<file path="config.mk">
export PLATFORM = sky130hd
export DESIGN_NAME = tdm_demux4
export DESIGN_NICKNAME = d
export VERILOG_FILES = /design/src/rtl/tdm_pkg.sv /design/src/rtl/tdm_slot_counter.sv /design/src/rtl/tdm_demux4.sv
export SDC_FILE = /design/constraint.sdc
export NUM_CORES = 1
export LEC_CHECK = 0
export CELL_PAD_IN_SITES_DETAIL_PLACEMENT = 1
export CELL_PAD_IN_SITES_GLOBAL_PLACEMENT = 2
export CORE_MARGIN = 1.5
export CORE_UTILIZATION = 25
export CTS_CLUSTER_DIAMETER = 30
export CTS_CLUSTER_SIZE = 16
export DETAILED_ROUTE_END_ITERATION = 8
export PLACE_DENSITY_LB_ADDON = 0.1
export SYNTH_ARGS = -nofsm -noshare
export SYNTH_HDL_FRONTEND = slang
export SYNTH_SLANG_ARGS = --single-unit
</file>
<file path="constraint.sdc">
create_clock -name clk -period 1.55 [get_ports clk]
set_input_delay 0.155 -clock clk [delete_from_list [all_inputs] [get_ports clk]]
set_output_delay 0.155 -clock clk [all_outputs]
set_load 0.01 [all_outputs]
</file>
<file path="src/rtl/tdm_pkg.sv">
// Shared definitions for the 4:1 TDM link (mux and demux sides).
// Slot indices, frame geometry and the receive FSM state encoding.
package tdm_pkg;

    // Slot positions within one frame; slot A always carries frame_start.
    localparam logic [1:0] SLOT_A = 2'd0;
    localparam logic [1:0] SLOT_B = 2'd1;
    localparam logic [1:0] SLOT_C = 2'd2;
    localparam logic [1:0] SLOT_D = 2'd3;

    // Number of slots per frame.
    localparam int NSLOT = 4;

    // Framing FSM: HUNT waits for frame_start, SYNC tracks slots.
    typedef enum logic {
        ST_HUNT = 1'b0,
        ST_SYNC = 1'b1
    } state_t;

    // Next slot index with wrap after the last slot of the frame.
    function automatic logic [1:0] slot_next(input logic [1:0] slot);
        return (slot == SLOT_D) ? SLOT_A : slot + 2'd1;
    endfunction

endpackage : tdm_pkg

</file>
<file path="src/rtl/tdm_slot_counter.sv">
// Slot index tracker for the TDM receiver.
// Holds the index of the next expected sample; clear has priority over
// load_one, which has priority over advance. With no command it holds,
// which is how gaps in din_valid are absorbed.
module tdm_slot_counter
    import tdm_pkg::*;
(
    input  logic       clk,
    input  logic       rst,
    input  logic       clear,
    input  logic       load_one,
    input  logic       advance,
    output logic [1:0] slot,
    output logic       s0,
    output logic       s1
);

    logic [1:0] slot_q;

    // Slot register: clear, restart after slot A, or step with wrap.
    always_ff @(posedge clk) begin
        // NOTE: sequential state uses non-blocking (<=) so every register
        // samples pre-edge values, independent of statement order.
        if (rst) begin
            slot_q <= SLOT_A;
        end else if (clear) begin
            slot_q <= SLOT_A;
        end else if (load_one) begin
            slot_q <= SLOT_B;
        end else if (advance) begin
            slot_q <= slot_next(slot_q);
        end
    end

    assign slot = slot_q;
    assign s0   = slot_q[0];
    assign s1   = slot_q[1];

endmodule : tdm_slot_counter

</file>
<file path="src/rtl/tdm_demux4.sv">
// Receive end of the 4:1 TDM link.
// Collects one sample per slot into shadow registers and publishes all
// four channels together one cycle after the slot-D sample is accepted.
// A framing FSM hunts for frame_start, then checks that frame_start keeps
// arriving exactly at slot A; violations pulse sync_err.
module tdm_demux4
    import tdm_pkg::*;
#(
    parameter int WIDTH = 1
) (
    input  logic             clk,
    input  logic             rst,
    input  logic [WIDTH-1:0] din,
    input  logic             din_valid,
    input  logic             frame_start,
    output logic [WIDTH-1:0] a,
    output logic [WIDTH-1:0] b,
    output logic [WIDTH-1:0] c,
    output logic [WIDTH-1:0] d,
    output logic             frame_valid,
    output logic             s0,
    output logic             s1,
    output logic             locked,
    output logic             sync_err
);

    state_t           state;
    state_t           state_next;
    logic             accept;
    logic [1:0]       slot;

    // Slot counter commands.
    logic             cnt_clear;
    logic             cnt_load;
    logic             cnt_adv;

    // Shadow write control; shadow_idx selects which slot register is written.
    logic             shadow_we;
    logic [1:0]       shadow_idx;
    logic             publish;
    logic             err_set;

    // Shadow registers for slots A..C; slot D is taken straight from din
    // at publish time, so it needs no storage.
    logic [WIDTH-1:0] shadow_a;
    logic [WIDTH-1:0] shadow_b;
    logic [WIDTH-1:0] shadow_c;

    assign accept = din_valid & ~rst;

    tdm_slot_counter u_slot_counter (
        .clk      (clk),
        .rst      (rst),
        .clear    (cnt_clear),
        .load_one (cnt_load),
        .advance  (cnt_adv),
        .slot     (slot),
        .s0       (s0),
        .s1       (s1)
    );

    // FSM state register.
    always_ff @(posedge clk) begin
        if (rst) begin
            state <= ST_HUNT;
        end else begin
            state <= state_next;
        end
    end

    // Next-state and per-sample decisions: where to store, when to publish,
    // when to flag a framing error.
    always_comb begin
        // NOTE: every signal written here gets a default first, so no path
        // leaves one unassigned and no latch is inferred.
        state_next = state;
        cnt_clear  = 1'b0;
        cnt_load   = 1'b0;
        cnt_adv    = 1'b0;
        shadow_we  = 1'b0;
        shadow_idx = slot;
        publish    = 1'b0;
        err_set    = 1'b0;

        unique case (state)
            ST_HUNT: begin
                // Samples before the first frame_start are dropped.
                if (accept && frame_start) begin
                    shadow_we  = 1'b1;
                    shadow_idx = SLOT_A;
                    cnt_load   = 1'b1;
                    state_next = ST_SYNC;
                end
            end

            ST_SYNC: begin
                if (accept) begin
                    if (frame_start && (slot != SLOT_A)) begin
                        // Early frame_start: drop the partial frame and
                        // restart alignment on this sample.
                        err_set    = 1'b1;
                        shadow_we  = 1'b1;
                        shadow_idx = SLOT_A;
                        cnt_load   = 1'b1;
                    end else if (!frame_start && (slot == SLOT_A)) begin
                        // Missing frame_start: alignment lost, sample dropped.
                        err_set    = 1'b1;
                        cnt_clear  = 1'b1;
                        state_next = ST_HUNT;
                    end else begin
                        // In-frame sample; slot D completes the frame.
                        shadow_we = (slot != SLOT_D);
                        publish   = (slot == SLOT_D);
                        cnt_adv   = 1'b1;
                    end
                end
            end

            default: begin
                state_next = ST_HUNT;
                cnt_clear  = 1'b1;
            end
        endcase
    end

    // Shadow capture for slots A..C; holds across din_valid gaps.
    always_ff @(posedge clk) begin
        // NOTE: these few registers are reset because reset must discard any
        // partial frame; a large sample RAM would normally be left unreset.
        if (rst) begin
            shadow_a <= '0;
            shadow_b <= '0;
            shadow_c <= '0;
        end else if (shadow_we) begin
            unique case (shadow_idx)
                SLOT_A:  shadow_a <= din;
                SLOT_B:  shadow_b <= din;
                SLOT_C:  shadow_c <= din;
                default: ;
            endcase
        end
    end

    // Output channels: all four update together on a completed frame.
    always_ff @(posedge clk) begin
        if (rst) begin
            a <= '0;
            b <= '0;
            c <= '0;
            d <= '0;
        end else if (publish) begin
            a <= shadow_a;
            b <= shadow_b;
            c <= shadow_c;
            d <= din;
        end
    end

    // Single-cycle status pulses, one cycle after the triggering accept.
    always_ff @(posedge clk) begin
        if (rst) begin
            frame_valid <= 1'b0;
            sync_err    <= 1'b0;
        end else begin
            frame_valid <= publish;
            sync_err    <= err_set;
        end
    end

    assign locked = (state == ST_SYNC);

endmodule : tdm_demux4

</file>
# Word-level counts from Yosys, hierarchy flattened

Cells that the tools add are included.

Bits in registers: 12
Latch bits: 0
RAM bits: 0
Bits in read-only memories: 0
Input bits: 5
Output and inout port bits: 9
Word-level logic and storage cells: 66
Memories kept: 0

$add $sub $neg: 1
$mul: 0
Divide/modulo/power cells: 0
Order comparisons: 0
Equal/unequal tests: 4
Shift operators: 0
Muxes and demuxes: 31
Bitwise gates (word level): 4
Reduce and logical (&&, ||, !) cells: 14

Operators by type and width:

| operator                                      | number |
|---|---|
| 2-to-1 mux 1 bit                              | 23 |
| 2-to-1 mux 2 bit                              | 4 |
| case mux 1 bit (2 select lines)               | 3 |
| AND reduction 2 bit                           | 3 |
| OR reduction 3 bit                            | 2 |
| == test 2 bit, second input constant          | 2 |
| logical NOT 2 bit                             | 2 |
| case mux 2 bit (2 select lines)               | 1 |
| nonzero test 2 bit                            | 2 |
| logical AND 1 bit                             | 3 |
| inverter 1 bit                                | 3 |
| adder 2 x 1 -> 2 bit, second input constant   | 1 |
| == test 2 x 1 -> 1 bit, second input constant | 1 |
| inequality test 2 bit, second input constant  | 1 |
| OR reduction 2 bit                            | 1 |
| bitwise AND 1 bit                             | 1 |
| logical NOT 1 bit                             | 1 |

# Depth between registers and ports, before layout

Depth in word-level cells: 8
Gate-level depth with buffers: 9
Gate-level depth less buffers: 8

# Modules after synthesis

A second synthesis with hierarchy kept.

Cells, all modules: 68
Area total of the unflattened synthesis: 635.6 µm²

Modules (own cells, without submodules):

| module           | times used | cells an instance | area an instance (µm²) | sequential area each (µm²) |
|---|---|---|---|---|
| tdm_demux4       | 1          | 57                | 525.5                  | 200.2 |
| tdm_slot_counter | 1          | 11                | 110.1                  | 40.0 |

# Least setup slack after synthesis

Ideal clock, no wire load.

Path type: register to register
From: register u_slot_counter.slot_q[0], in the netlist u_slot_counter.slot[0]
To: register shadow_b
Setup time: 0.128 ns
Arrival time: 1.623 ns
Data required time: 1.422 ns
Slack: -0.201 ns
Cell stages (with the launch flop): 10
Path buffers: 1
Period minus slack after synthesis: 1.751 ns
Cell sequence: dfxtp_1 > inv_1 > ha_1 > inv_1 > ha_1 > and4bb_1 > buf_6 > o2111ai_1 > mux2i_1 > nor2_1

Cells in the longest elaborated chain, start to end: 7
Elaborated cells between the ends (all ways): 15
Classes of those cells: 2 x eq/ne; 8 x mux; 5 x reduce/logical

RTL lines:

| what                                                                      | RTL line                            | RTL |
|---|---|---|
| start: declaration                                                        | tdm_slot_counter.sv:18              | `logic [1:0] slot_q;` |
| start signal: assignment                                                  | tdm_slot_counter.sv:31              | `slot_q <= slot_next(slot_q);` |
| nonzero test 2 bit or logical NOT 2 bit (tied branches)                   | tdm_demux4.sv:98, tdm_demux4.sv:105 |  |
| logical AND 1 bit (on tied branches)                                      | tdm_demux4.sv:98, tdm_demux4.sv:105 |  |
| 2-to-1 mux 2 bit or 2-to-1 mux 1 bit (tied branches)                      | tdm_demux4.sv:98, tdm_demux4.sv:105 |  |
| 2-to-1 mux 2 bit or 2-to-1 mux 1 bit (tied branches)                      | tdm_demux4.sv:97, tdm_demux4.sv:98  |  |
| case mux 2 bit (2 select lines) or 2-to-1 mux 1 bit (tied branches)       | tdm_demux4.sv:85, tdm_demux4.sv:97  |  |
| == test 2 x 1 -> 1 bit or case mux 1 bit (2 select lines) (tied branches) | tdm_demux4.sv:135, tdm_demux4.sv:85 |  |
| AND reduction 2 bit (no line) (*)                                         | -                                   |  |
| end signal: assignment                                                    | tdm_demux4.sv:137                   | `SLOT_B: shadow_b <= din;` |
| end: declaration                                                          | tdm_demux4.sv:46                    | `logic [WIDTH-1:0] shadow_b;` |

Every way passes the cells marked *; elsewhere a longest branch is shown, timed or not.
A chain may end at the register's enable or synchronous reset.

# Worst setup path after layout

From: register u_slot_counter.slot_q[0], in the netlist u_slot_counter.slot[0]
To: register u_slot_counter.slot_q[1], in the netlist u_slot_counter.slot[1]

Cells in the longest elaborated chain, start to end: 7
Elaborated cells between the ends (all ways): 19
Classes of those cells: 1 x add/sub; 1 x eq/ne; 12 x mux; 5 x reduce/logical

RTL lines:

| what                         | RTL line          | RTL |
|---|---|---|
| logical NOT 2 bit            | tdm_demux4.sv:105 | `end else if (!frame_start && (slot == SLOT_A)) begin` |
| logical AND 1 bit            | tdm_demux4.sv:105 |  |
| 2-to-1 mux 1 bit             | tdm_demux4.sv:105 |  |
| 2-to-1 mux 1 bit             | tdm_demux4.sv:98  | `if (frame_start && (slot != SLOT_A)) begin` |
| 2-to-1 mux 1 bit             | tdm_demux4.sv:97  | `if (accept) begin` |
| 2-to-1 mux 1 bit             | tdm_demux4.sv:85  | `unique case (state)` |
| OR reduction 3 bit (no line) | -                 |  |

Several ways; a longest one is shown, not always the timed one.

==> results by stage <==
Clock tree:
- The maximum level of the CTS H-tree is 1.
- In this run, CTS created clock tree buffers numbering 3.
- For the worst-skew pair, the clock arrives at the later sink with an insertion delay of 0.27 ns.
- The tree is rooted in a sky130_fd_sc_hd__clkbuf_4.
- In this run, post-CTS hold repair placed 0 buffers.
- The total clock sinks is 12.
- The post-CTS clock slew at the launch and capture registers of the worst setup and hold paths is 0.08 ns.
- The clock tree from TritonCTS is built.
- In this run the deepest clock path goes through 2 buffers.

Floorplan:
- The initialized floorplan defines 17 standard-cell rows.
- In this run the count of I/O pins placed on the die edge is 14.
- The initial utilization of the core area, before any placement, comes to 0.2710.
- The height of the chip is 52.67 microns.
- The die boundary width is 52.67 microns.
- The floorplan step defined a die boundary enclosing 0.002774 sq mm.
- The total core area is 0.002276 sq mm.

Drt:
- The pre-antenna-repair detailed-routing pass consisted of 4 iterations.
- Once detail routing completed, the nets flagged for antenna violations numbered 0.
- After detailed routing, the average wire length per cell comes to 13.52 microns.
- In the routed design, unresolved DRC markers number 0.
- The number of DRC markers in iteration 0 is 10.
- The routed via count divided by cell count is 4.953.
- The final layout contains routed wiring with a total length of 1730 microns.
- The routed layout has 634 vias.

Worst setup path:
- The critical path arrival is 1.73 ns.
- The worst setup path is captured at a flip-flop.
- The element type at the critical path start is a flip-flop.
- The largest individual stage delay along the critical path comes from the cell sky130_fd_sc_hd__dfxtp_4.
- The maximum fanout encountered on the critical timing path is 3.
- The critical path goes through inv_4, ha_4, ha_4, nand4b_1, buf_4, nor2_4, a2111oi_4.
- The critical path start-end classification is flip-flop to flip-flop.
- The endpoint required time on the critical path is 1.73 ns.
- The cell that appears most often on the critical path is sky130_fd_sc_hd__ha_4.
- The delay of the slowest critical-path stage is 0.36 ns.

Power and ir drop:
- Cell internal power was estimated by the tool at 0.5431 mW.
- The portion of total power attributed to the clock network is 0.341.
- The fraction of power spent switching nets is 0.2656.
- Across the VDD grid, the largest voltage drop is 0.4079 mV.
- For this design the static power due to leakage is 0.4206 nW.
- In this run the power spent charging and discharging nets is 0.1964 mW.
- The share of total power dissipated in sequential elements is 0.436.
- Dividing total power by cell area gives a power density of 698.7 mW/mm^2.
- The overall power is 0.7396 mW.
- The part of the total power dissipated in combinational logic is 0.222.

Synth:
- During synthesis, Yosys emitted a total of 0 warnings.
- The area of the mapped netlist is 616.8 sq um.
- Of the post-synthesis cell area, the dominant cell type holds 0.3895.
- Yosys mapped a number of flops with a built-in enable equal to 0.
- The proportion of synthesized flip-flops having asynchronous set or reset is 0.
- The number of instances in the synthesized netlist is 71.
- Counting flops and latches in the post-synthesis netlist gives 12.
- The most used flip-flop cell after synthesis is sky130_fd_sc_hd__dfxtp_1.
- The post-synthesis cell type count is 25.
- When the netlist entered floorplanning its net count stood at 82.
- In the post-synthesis netlist, the cell with the most instances is sky130_fd_sc_hd__dfxtp_1.
- The mean cell area of the mapped netlist is 8.688 sq um.
- The library cell occupying the most area in the post-synthesis netlist is sky130_fd_sc_hd__dfxtp_1.
- In the synthesized netlist, the cells that appear most often are sky130_fd_sc_hd__dfxtp_1 (12), sky130_fd_sc_hd__nor2_1 (8), sky130_fd_sc_hd__inv_1 (7), sky130_fd_sc_hd__nand2_1 (7), sky130_fd_sc_hd__ha_1 (6).
- Yosys attributes the largest share of cell area to sky130_fd_sc_hd__dfxtp_1 (39%), sky130_fd_sc_hd__ha_1 (12%), sky130_fd_sc_hd__nor2_1 (4.9%).
- The sequential-to-total area share from yosys stat is 0.3895.

Layout:
- After the flow finishes, the layout carries non-filler instances totaling 128.
- The number of antenna diodes is 0.
- The area of the multi-input gates is 452.9 sq um.
- The finished cells cover 0.001059 sq mm.
- The post-layout net count is 112.
- The storage element area is 251.5 sq um.
- The fraction of layout cells with a size suffix above 1 is 0.4200.
- From synthesis to final layout, the design area changed by 71.60%.
- The total of fill cells in the finished design is 265.

STA:
- The transition time of the tightest slew-check pin is 0.4800 ns.
- The maximum frequency from static timing analysis is 0.6431 GHz.
- The worst slew slack as a fraction of its limit is 0.6766.
- Setup repair after global routing could not meet its margin everywhere.
- The worst-case setup margin in the final layout is -0.005048 ns.
- The period utilization is 1.003.
- The final worst clock skew is 0.001053 ns.
- Setup violations remaining at the end of the flow were counted as 2.
- The post-layout minimum cycle time is 1.555 ns.
- The hold violation total from the final report is 0.
- The number of pins with negative max-slew slack in the final report came to 0.
- The final hold slack is 0.4592 ns.

Hold path:
- In this run the worst hold path is classified as flip-flop to flip-flop.

Flow run:
- Max-cap violations in this run came to 0.

Place:
- Buffers placed on the I/O ports in this run total 13.
- In this run the cell area measured after placement is 864.6 sq um.
- In this run, placement finished with an instance count of 120.
- After legalization and detailed placement, the total HPWL measured 1240 microns.
- Before CTS, the worst setup slack after placement is -0.2748 ns.
- The final weighted congestion in routability-driven placement is 0.8080.

Run status:
- The run finished, with violations left.
- The final reports fail on negative setup slack.

Global route:
- The remaining global-route overflow is 0.
- The global-route wire length before repair is 2739 microns.
- The number of global-route vias before repair is 584.
- The number of antenna violations at the first check in global routing is 0.
- The largest net degree at the start of global routing is 12.
- For this run, the total global-route usage over all layers was measured as 0.1384.
-- metal layers --
| layer | global-route usage | share of wire | vias to the layer above |
|---|---|---|---|
| met2 | 0.1979 | 0.50 | 14 |
| li1 | - | - | 311 |
| met4 | 0.05128 | 0.0052 | 0 |
| met3 | 0.06286 | 0.050 | 2 |
| met1 | 0.1802 | 0.44 | 307 |
| met5 | 0 | 0 | - |
-- metrics by stage --
step	TNS [ns]	util
final	-0.007427	0.4651
after global routing	-0.4919	0.4651
after CTS	-0.08369	0.4195
after detailed placement	-1.536	0.3799
after global placement	-1.269	0.3799
after floorplan	0	-
-- repair_timing --
action / CTS / global route
endpoints found under the setup margin: 7 / 10
resized for setup: 11 / 18
buffers inserted: 1 / 3
pin swaps: 2 / 7
-- worst paths after layout --
check	start	to	slack, ns	cells past startpoint
max	u_slot_counter.slot[0]	u_slot_counter.slot[1]	-0.005	7
min	a	a	0.46	2
min reg2reg	a	a	0.46	2
max reg2reg	u_slot_counter.slot[0]	u_slot_counter.slot[1]	-0.005	7
-- layout by cell type, fill, tap and decap left out, drive strengths merged --
cell type      instances
nor2                   8
clkdlybuf4s50         12
a311oi                 1
mux2i                  2
dfxtp                 12
a21o                   1
dlymetal6s2s           1
a22oi                  1
nand3                  4
nand4b                 1
and4bb                 1
a221oi                 1
nor3                   2
o41ai                  1
nor2b                  2
o21ai                  2
clkbuf                 4
o2111ai                2
a21oi                  4
o32ai                  1
nand2b                 1
nand2                  7
inv                    7
buf                   15
ha                     6
a2111oi                1
-- kinds of logic (layout without fill, tap and decap cells) --
| family | Yosys count | in the layout | synth area share |
|---|---|---|---|
| buffers and inverters | 10 | 39 | 0.07911 |
| flip-flops | 12 | 12 | 0.3895 |
| AO/OA/AOI/OAI | 15 | 15 | 0.1724 |
| adder cells (fa/ha/maj) | 6 | 6 | 0.1217 |
| AND/OR/NAND/NOR | 26 | 26 | 0.2049 |
| multiplexers | 2 | 2 | 0.03246 |
-- area by class of cell --
cell class              count  area share
inverters                   7     0.03191
multi-input cells          49      0.4279
flip-flops and latches     12      0.2376
well taps                  28     0.03310
clock buffers               4     0.03428
repair buffers             28      0.2352
-- power groups by stage --
stage	combinational (mW)	clock (mW)	sequential, mW
2_1_floorplan	0.0557	0	0.329
4_1_cts	0.137	0.264	0.323
6_report	0.164	0.252	0.323
5_1_grt	0.180	0.275	0.324
3_3_place_gp	0.121	0	0.328
3_5_place_dp	0.122	0	0.328
-- sequential cells by signal, summed over array words and instances (netlist names) --
signal,cells
a,1
b,1
c,1
d,1
frame_valid,1
locked,1
shadow_a,1
shadow_b,1
shadow_c,1
sync_err,1
u_slot_counter.slot,2
-- worst max-delay path, delay by kind of cell (launching register included) --
| kind | cells | cell delay (ns) |
|---|---|---|
| buffers and inverters | 2 | 0.21 |
| adder cells (fa/ha/maj) | 2 | 0.41 |
| flip-flops | 1 | 0.36 |
| AND/OR/NAND/NOR | 2 | 0.19 |
| AO/OA/AOI/OAI | 1 | 0.28 |
(Power assumes the default switching activity.)
